File: src/rtl/imem_loader_pkg.sv
// Shared constants and FSM encoding for the instruction-memory loader.
// Garbage fill word, RV32 opcode/funct fields and loader states.
package imem_loader_pkg;

    localparam logic [31:0] GARBAGE_WORD = 32'hFFFF_FFFF;

    localparam logic [6:0] OPC_LOAD   = 7'b000_0011;
    localparam logic [6:0] OPC_STORE  = 7'b010_0011;
    localparam logic [6:0] OPC_CUST0  = 7'b000_1011;
    localparam logic [6:0] OPC_CUST1  = 7'b010_1011;

    localparam logic [2:0] F3_WORD    = 3'b010;
    localparam logic [2:0] F3_WGHT    = 3'b000;
    localparam logic [2:0] F3_ANN     = 3'b001;

    typedef enum logic [2:0] {
        ST_IDLE = 3'd0,
        ST_FILL = 3'd1,
        ST_LOAD = 3'd2,
        ST_RUN  = 3'd3,
        ST_ERR  = 3'd4
    } state_t;

    function automatic logic [31:0] enc_lw(
        input logic [4:0]  rd,
        input logic [4:0]  rs1,
        input logic [11:0] imm
    );
        return {imm, rs1, F3_WORD, rd, OPC_LOAD};
    endfunction

    function automatic logic [31:0] enc_sw(
        input logic [4:0]  rs2,
        input logic [4:0]  rs1,
        input logic [11:0] imm
    );
        return {imm[11:5], rs2, rs1, F3_WORD, imm[4:0], OPC_STORE};
    endfunction

endpackage

File: src/rtl/imem_loader.sv
// Instruction-memory loader: scrubs the memory, streams a program in,
// then releases the core. One address counter serves fill and load.
module imem_loader #(
    parameter int PC_SIZE = 8
) (
    input  logic               clk,
    input  logic               rst_n,
    input  logic               start,
    input  logic               in_valid,
    input  logic [31:0]        in_data,
    input  logic               in_last,
    output logic               in_ready,
    output logic               mem_we,
    output logic [PC_SIZE-1:0] mem_addr,
    output logic [31:0]        mem_wdata,
    output logic               cpu_hold,
    output logic               done,
    output logic               err,
    output logic [PC_SIZE:0]   word_count
);
    import imem_loader_pkg::*;

    state_t             state;
    state_t             state_nxt;
    logic [PC_SIZE-1:0] addr;
    logic [PC_SIZE-1:0] addr_nxt;
    logic [PC_SIZE:0]   cnt;
    logic [PC_SIZE:0]   cnt_nxt;
    logic               at_top;

    assign at_top = (addr == {PC_SIZE{1'b1}});

    always_ff @(posedge clk or negedge rst_n) begin
        if (!rst_n) begin
            state <= ST_IDLE;
            addr  <= '0;
            cnt   <= '0;
        end else begin
            state <= state_nxt;
            addr  <= addr_nxt;
            cnt   <= cnt_nxt;
        end
    end

    always_comb begin
        state_nxt = state;
        addr_nxt  = addr;
        cnt_nxt   = cnt;
        mem_we    = 1'b0;
        mem_wdata = in_data;
        in_ready  = 1'b0;
        unique case (state)
            ST_IDLE, ST_RUN, ST_ERR: begin
                if (start) begin
                    state_nxt = ST_FILL;
                    addr_nxt  = '0;
                    cnt_nxt   = '0;
                end
            end
            ST_FILL: begin
                mem_we    = 1'b1;
                mem_wdata = GARBAGE_WORD;
                if (at_top) begin
                    state_nxt = ST_LOAD;
                    addr_nxt  = '0;
                end else begin
                    addr_nxt  = addr + 1'b1;
                end
            end
            ST_LOAD: begin
                in_ready = 1'b1;
                if (in_valid) begin
                    mem_we  = 1'b1;
                    cnt_nxt = cnt + 1'b1;
                    // A full memory without a last marker is an overflow;
                    // the counter parks at the top instead of wrapping.
                    if (in_last) begin
                        state_nxt = ST_RUN;
                    end else if (at_top) begin
                        state_nxt = ST_ERR;
                    end else begin
                        addr_nxt  = addr + 1'b1;
                    end
                end
            end
            default: begin
                state_nxt = ST_IDLE;
                addr_nxt  = '0;
                cnt_nxt   = '0;
            end
        endcase
    end

    assign mem_addr   = addr;
    assign cpu_hold   = (state != ST_RUN);
    assign done       = (state == ST_RUN);
    assign err        = (state == ST_ERR);
    assign word_count = cnt;

endmodule

File: config.mk
export PLATFORM = sky130hd
export DESIGN_NAME = imem_loader
export DESIGN_NICKNAME = d
export VERILOG_FILES = /design/src/rtl/imem_loader_pkg.sv /design/src/rtl/imem_loader.sv
export SDC_FILE = /design/constraint.sdc
export NUM_CORES = 1
export LEC_CHECK = 0
export CORE_UTILIZATION = 40
export CTS_CLUSTER_SIZE = 14
export DETAILED_ROUTE_END_ITERATION = 6
export PLACE_DENSITY = 0.92
export SLEW_MARGIN = 40
export SYNTH_ARGS = -nofsm -noshare
export SYNTH_HDL_FRONTEND = slang
export SYNTH_SLANG_ARGS = --single-unit
File: constraint.sdc
create_clock -name clk -period 4.5 [get_ports clk]
set_input_delay 1.35 -clock clk [delete_from_list [all_inputs] [get_ports clk]]
set_output_delay 1.35 -clock clk [all_outputs]
set_load 0.02 [all_outputs]
==> Yosys cells after proc, flatten, opt, wreduce, memory -nomap -nowiden <==
Index checks and enable logic that the tools add are counted.
{ "op_classes": {"eq_ne": 12, "n_addsub": 2, "reduce_logical": 5, "bitwise_logic": 1, "mux": 19} }
{ "ops": {"columns": ["operator", "count"], "rows": [
  ["2-to-1 mux 8 bit", 5],
  ["2-to-1 mux 32 bit", 1],
  ["one-hot mux 9 bit (3 select lines)", 1],
  ["one-hot mux 8 bit (3 select lines)", 1],
  ["2-to-1 mux 9 bit", 2],
  ["2-to-1 mux 3 bit", 5],
  ["inequality test 2 bit, second input constant", 5],
  ["adder 9 x 1 -> 9 bit, second input constant", 1],
  ["one-hot mux 3 bit (3 select lines)", 1],
  ["adder 8 x 1 -> 8 bit, second input constant", 1],
  ["equality test 8 bit, second input constant", 1],
  ["AND reduction 4 bit", 2],
  ["equality test 3 x 2 -> 1 bit, second input constant", 2],
  ["equality test 3 x 1 -> 1 bit, second input constant", 1],
  ["equality test 3 bit, second input constant", 1],
  ["logical NOT 3 bit", 1],
  ["inequality test 3 x 2 -> 1 bit, second input constant", 1],
  ["inequality test 3 bit, second input constant", 1],
  ["AND reduction 3 bit", 1],
  ["OR reduction 3 bit", 1],
  ["2-to-1 mux 1 bit", 2],
  ["one-hot mux 1 bit (2 select lines)", 1],
  ["NOT 1 bit", 1]
]} }
{ "totals": {"in_bits": 37, "wordCells": 42, "register_bits": 20, "out_inout_bits": 54} }

==> Logic depth before layout (Yosys ltp) <==
{ "depth": {"ltp_word": 5, "depth_mapped": 8, "ltp_nobuf": 7} }

==> Least setup slack after synthesis <==
OpenSTA, ideal clock, no wires.
{ "synth_path": {"kind": "input to output", "start": "input in_data[0]", "end": "output mem_wdata[0]", "path_slack_ns": 1.463, "path_stages": 1, "t_arrival_ns": 1.687, "path_buffers": 0, "t_required_ns": 3.150, "path_cell_list": "or2_2"} }
{ "synth_between": {"elab_chain_len": 1} }
{ "synth_lines": {"columns": ["element", "line_no", "rtl"], "rows": [
  ["from (decl)", "imem_loader.sv:10", "input logic [31:0] in_data,"],
  ["2-to-1 mux 32 bit", "imem_loader.sv:52", "unique case (state)"],
  ["to (decl)", "imem_loader.sv:15", "output logic [31:0] mem_wdata,"]
]} }
No other way between the ends.

==> Worst setup path in the final report <==
{ "layout_path": {"start": "input in_valid", "end": "output mem_we"} }
{ "layout_between": {"elab_chain_len": 2} }
{ "layout_lines": {"columns": ["element", "line_no", "rtl"], "rows": [
  ["from (decl)", "imem_loader.sv:9", "input logic in_valid,"],
  ["2-to-1 mux 1 bit", "imem_loader.sv:72", "if (in_valid) begin"],
  ["one-hot mux 1 bit (2 select lines)", "imem_loader.sv:52", null],
  ["to (decl)", "imem_loader.sv:13", "output logic mem_we,"]
]} }
No other way between the ends.

==> metrics.log <==
[metrics] deepest clock path buffer count: 2
[metrics] TritonCTS Sinks: 20
[metrics] setup tns final: 0 ns
[metrics] number of antenna violations at the first check in global routing: 0
[metrics] peak ir drop on the vdd network: 302 uV
[metrics] filler-free cell count of the finished design: 304
[metrics] sequential-to-total area share from yosys stat: 0.348
[metrics] post-cts sizing count: 0
[metrics] Tmin final: 4.03 ns
[metrics] count of state elements after synthesis: 20
[metrics] multi-input combinational cell area: 885 um2
[metrics] TritonCTS clock tree: done
[metrics] Cells after Synth: 168
[metrics] net count of the finished layout: 298
[metrics] routed wire length per instance: 13.9 um
[metrics] outcome: completed
[metrics] fmax: 248 MHz
[metrics] setup clock skew after layout: 0.0111 ns
[metrics] Final Hold Fails: 0
[metrics] most frequent CP cell: clkdlybuf4s50_1
[metrics] Storage cell area: 500 um2
[metrics] global placement routability congestion: 0.860
[metrics] mean post-synth cell area: 8.55 um2
[metrics] YS warnings: 0
[metrics] number of buffers inserted by post-CTS setup repair: 0
[metrics] # hold bufs at CTS: 0
[metrics] Worst EP required: 3.15 ns
[metrics] cell-by-cell listing of the critical path: clkdlybuf4s50_1, a21o_1, clkdlybuf4s50_1
[metrics] Combinational Power Share: 0.511
[metrics] I/O pin cnt: 91
[metrics] Core ar.: 3390 um2
[metrics] power per cell area: 346 nW/um2
[metrics] overall power of the completed layout: 0.000841 W
[metrics] number of distinct library cells after synthesis: 50
[metrics] antenna violation net count after detailed routing: 0
[metrics] Final Max Slew Viols: 0
[metrics] setup ws final: 0.473 ns
[metrics] Tcrit/Tclk final: 0.895
[metrics] minimum setup slack after placement: 0.489 ns
[metrics] Slowest cell on crit path: clkdlybuf4s50_1
[metrics] Crit Path Max Fanout: 6
[metrics] GRT Resource Usage Total: 0.219
[metrics] Lkg Pwr: 0.973 nW
[metrics] power share of the clock group: 0.180
[metrics] kind of start point of the critical path: input pin
[metrics] maximum number of pins on one net before global-route repair: 22
[metrics] Root Driver: clkbuf_4
[metrics] fill count: 268
[metrics] dominant register cell in the synthesized netlist: dfrtp_1
[metrics] CP max stage delay: 0.60 ns
[metrics] global-route congestion overflow total: 0
[metrics] global-route wire length before repair: 6.17 mm
[metrics] Placed Instances: 300
[metrics] Power Internal: 0.000518 W
[metrics] number of placement rows: 21
[metrics] final count of negative-setup-slack endpoints: 0
[metrics] Post-Synthesis Net Count: 207
[metrics] class of the most critical hold timing path: reg -> reg
[metrics] sequential share of power: 0.309
[metrics] area overhead of the layout relative to synthesis: 69.3%
[metrics] layout cell share with drive strength beyond 1: 0.178
[metrics] number of remaining DRC errors: 0
[metrics] Clock Latency Late Sink: 0.32 ns
[metrics] switching share of power: 0.384
[metrics] number of max-cap violations: 0
[metrics] vias in the first global route: 1314
[metrics] number of buffers inserted by port buffering: 90
[metrics] cell area after technology mapping: 1440 um2
[metrics] die extent in x: 61.9 um
[metrics] HPWL Detailed: 3.25 mm
[metrics] CP arrival: 2.68 ns
[metrics] clock-pin transition on the worst setup and hold timing paths: 0.13 ns
[metrics] unrepaired setup endpoints after global routing: false
[metrics] total via count in the routed design: 1542
[metrics] Critical Path Sink Type: output port
[metrics] number of H-tree branching levels: 1
[metrics] class of the most critical setup path: in -> out
[metrics] switching power: 0.000323 W
[metrics] wire length reported by the detailed router: 4.23 mm
[metrics] FFs w/ async S/R, synth: 1.00
[metrics] routed vias/inst: 5.07
[metrics] starting density of the core: 0.424
[metrics] First-pass DRT Iterations: 4
[metrics] most common cell after layout, fill and taps aside: clkdlybuf4s50_1
[metrics] pin slew with the least headroom to its limit: 0.634 ns
[metrics] diodes inserted: 0
[metrics] Total Die Area: 3830 um2
[metrics] initial DRC count: 53
[metrics] floorplan die height: 61.9 um
[metrics] Rel. slew slack: 0.575
[metrics] Post-synth EDFFs: 0
[metrics] leading cell types in the layout, fill and taps excluded: clkdlybuf4s50_1 (89), or2_2 (33), dfrtp_1 (20), nor2_1 (14), nand2_1 (12)
[metrics] number of buffers added by the clock tree synthesis step: 3
[flip-flops by register name, summed over array words and instances, names as in the netlist]
register    count
state           3
mem_addr        8
word_count      9
[cell families (layout without fill, tap and decap cells)]
logic type,count (synthesis),in the layout,synth area share
xor gates and xnor gates,8,8,0.0488
and+or+nand+nor,94,94,0.376
muxes,2,2,0.0139
adders and majority gates,2,2,0.0174
buffers and inverters,12,102,0.0357
DFF,20,20,0.348
AOI/OAI and AO/OA,30,30,0.159
[layer usage]
layer,routed length [um],share of wire,track usage,up-vias
met5,0,0,0,-
met4,25,0.0059,0.0635,0
met3,142,0.034,0.0435,4
met2,2150,0.51,0.346,37
met1,1920,0.45,0.304,732
li1,-,-,-,769
[layout make-up]
cell class / count / share of cell area
Clock buffer: 3 / 0.00926
Clock inverter: 1 / 0.0123
Inverter: 6 / 0.00926
Multi-Input combinational cell: 136 / 0.364
Sequential cell: 20 / 0.206
Tap cell: 46 / 0.0237
Timing Repair Buffer: 92 / 0.376
[Yosys cell counts, types with 2 or more instances]
| cell type | number | area [um2] |
|---|---|---|
| or2_2 | 33 | 206 |
| dfrtp_1 | 20 | 500 |
| nor2_1 | 14 | 52.6 |
| nand2_1 | 12 | 45.0 |
| nand3_1 | 7 | 35.0 |
| xnor2_1 | 7 | 61.3 |
| a21oi_1 | 6 | 30.0 |
| o21ai_0 | 6 | 30.0 |
| inv_1 | 5 | 18.8 |
| nand2b_1 | 5 | 31.3 |
| clkbuf_1 | 3 | 11.3 |
| nand4_1 | 3 | 18.8 |
| nor3_1 | 3 | 15.0 |
| a21o_1 | 2 | 15.0 |
| ha_1 | 2 | 25.0 |
| mux2i_1 | 2 | 20.0 |
| nor4_1 | 2 | 12.5 |
| o41ai_1 | 2 | 17.5 |
| or2_1 | 2 | 12.5 |
| or4_1 | 2 | 15.0 |
[per-stage QoR]
step	instance area, um2	util	hold WS (ns)
finish	2430	0.718	0.539
global route	2430	0.718	0.564
CTS	2430	0.718	0.547
detailed placement	2380	0.702	0.527
global placement	2370	0.700	0.524
floorplan	1440	-	0.588
[worst max-delay path: cells and delay by family]
kind,cells,cell delay (ns)
buffers and inverters,2,1.17
AOI/OAI and AO/OA,1,0.15
[power groups by stage]
stage               Sequential [W]  Clock [W]  Combinational, W
floorplan                 0.000282          0          0.000206
global placement          0.000261          0          0.000416
detailed placement        0.000262          0          0.000430
CTS                       0.000259   0.000154          0.000432
global route              0.000267   0.000163          0.000464
finish                    0.000260   0.000151          0.000430
[worst paths after layout]
check	start	to	slack [ns]	depth (start not counted)
setup / recovery	in_valid	mem_we	0.47	3
hold / removal	word_count[0]	word_count[0]	0.54	1
setup reg to reg	state[0]	mem_addr[2]	2.43	5
hold reg to reg	word_count[0]	word_count[0]	0.54	1
max in group asynchronous	rst_n	mem_addr[7]	3.22	1
min in group asynchronous	rst_n	word_count[8]	0.96	1
No activity file was read; power rests on OpenSTA's default activity.
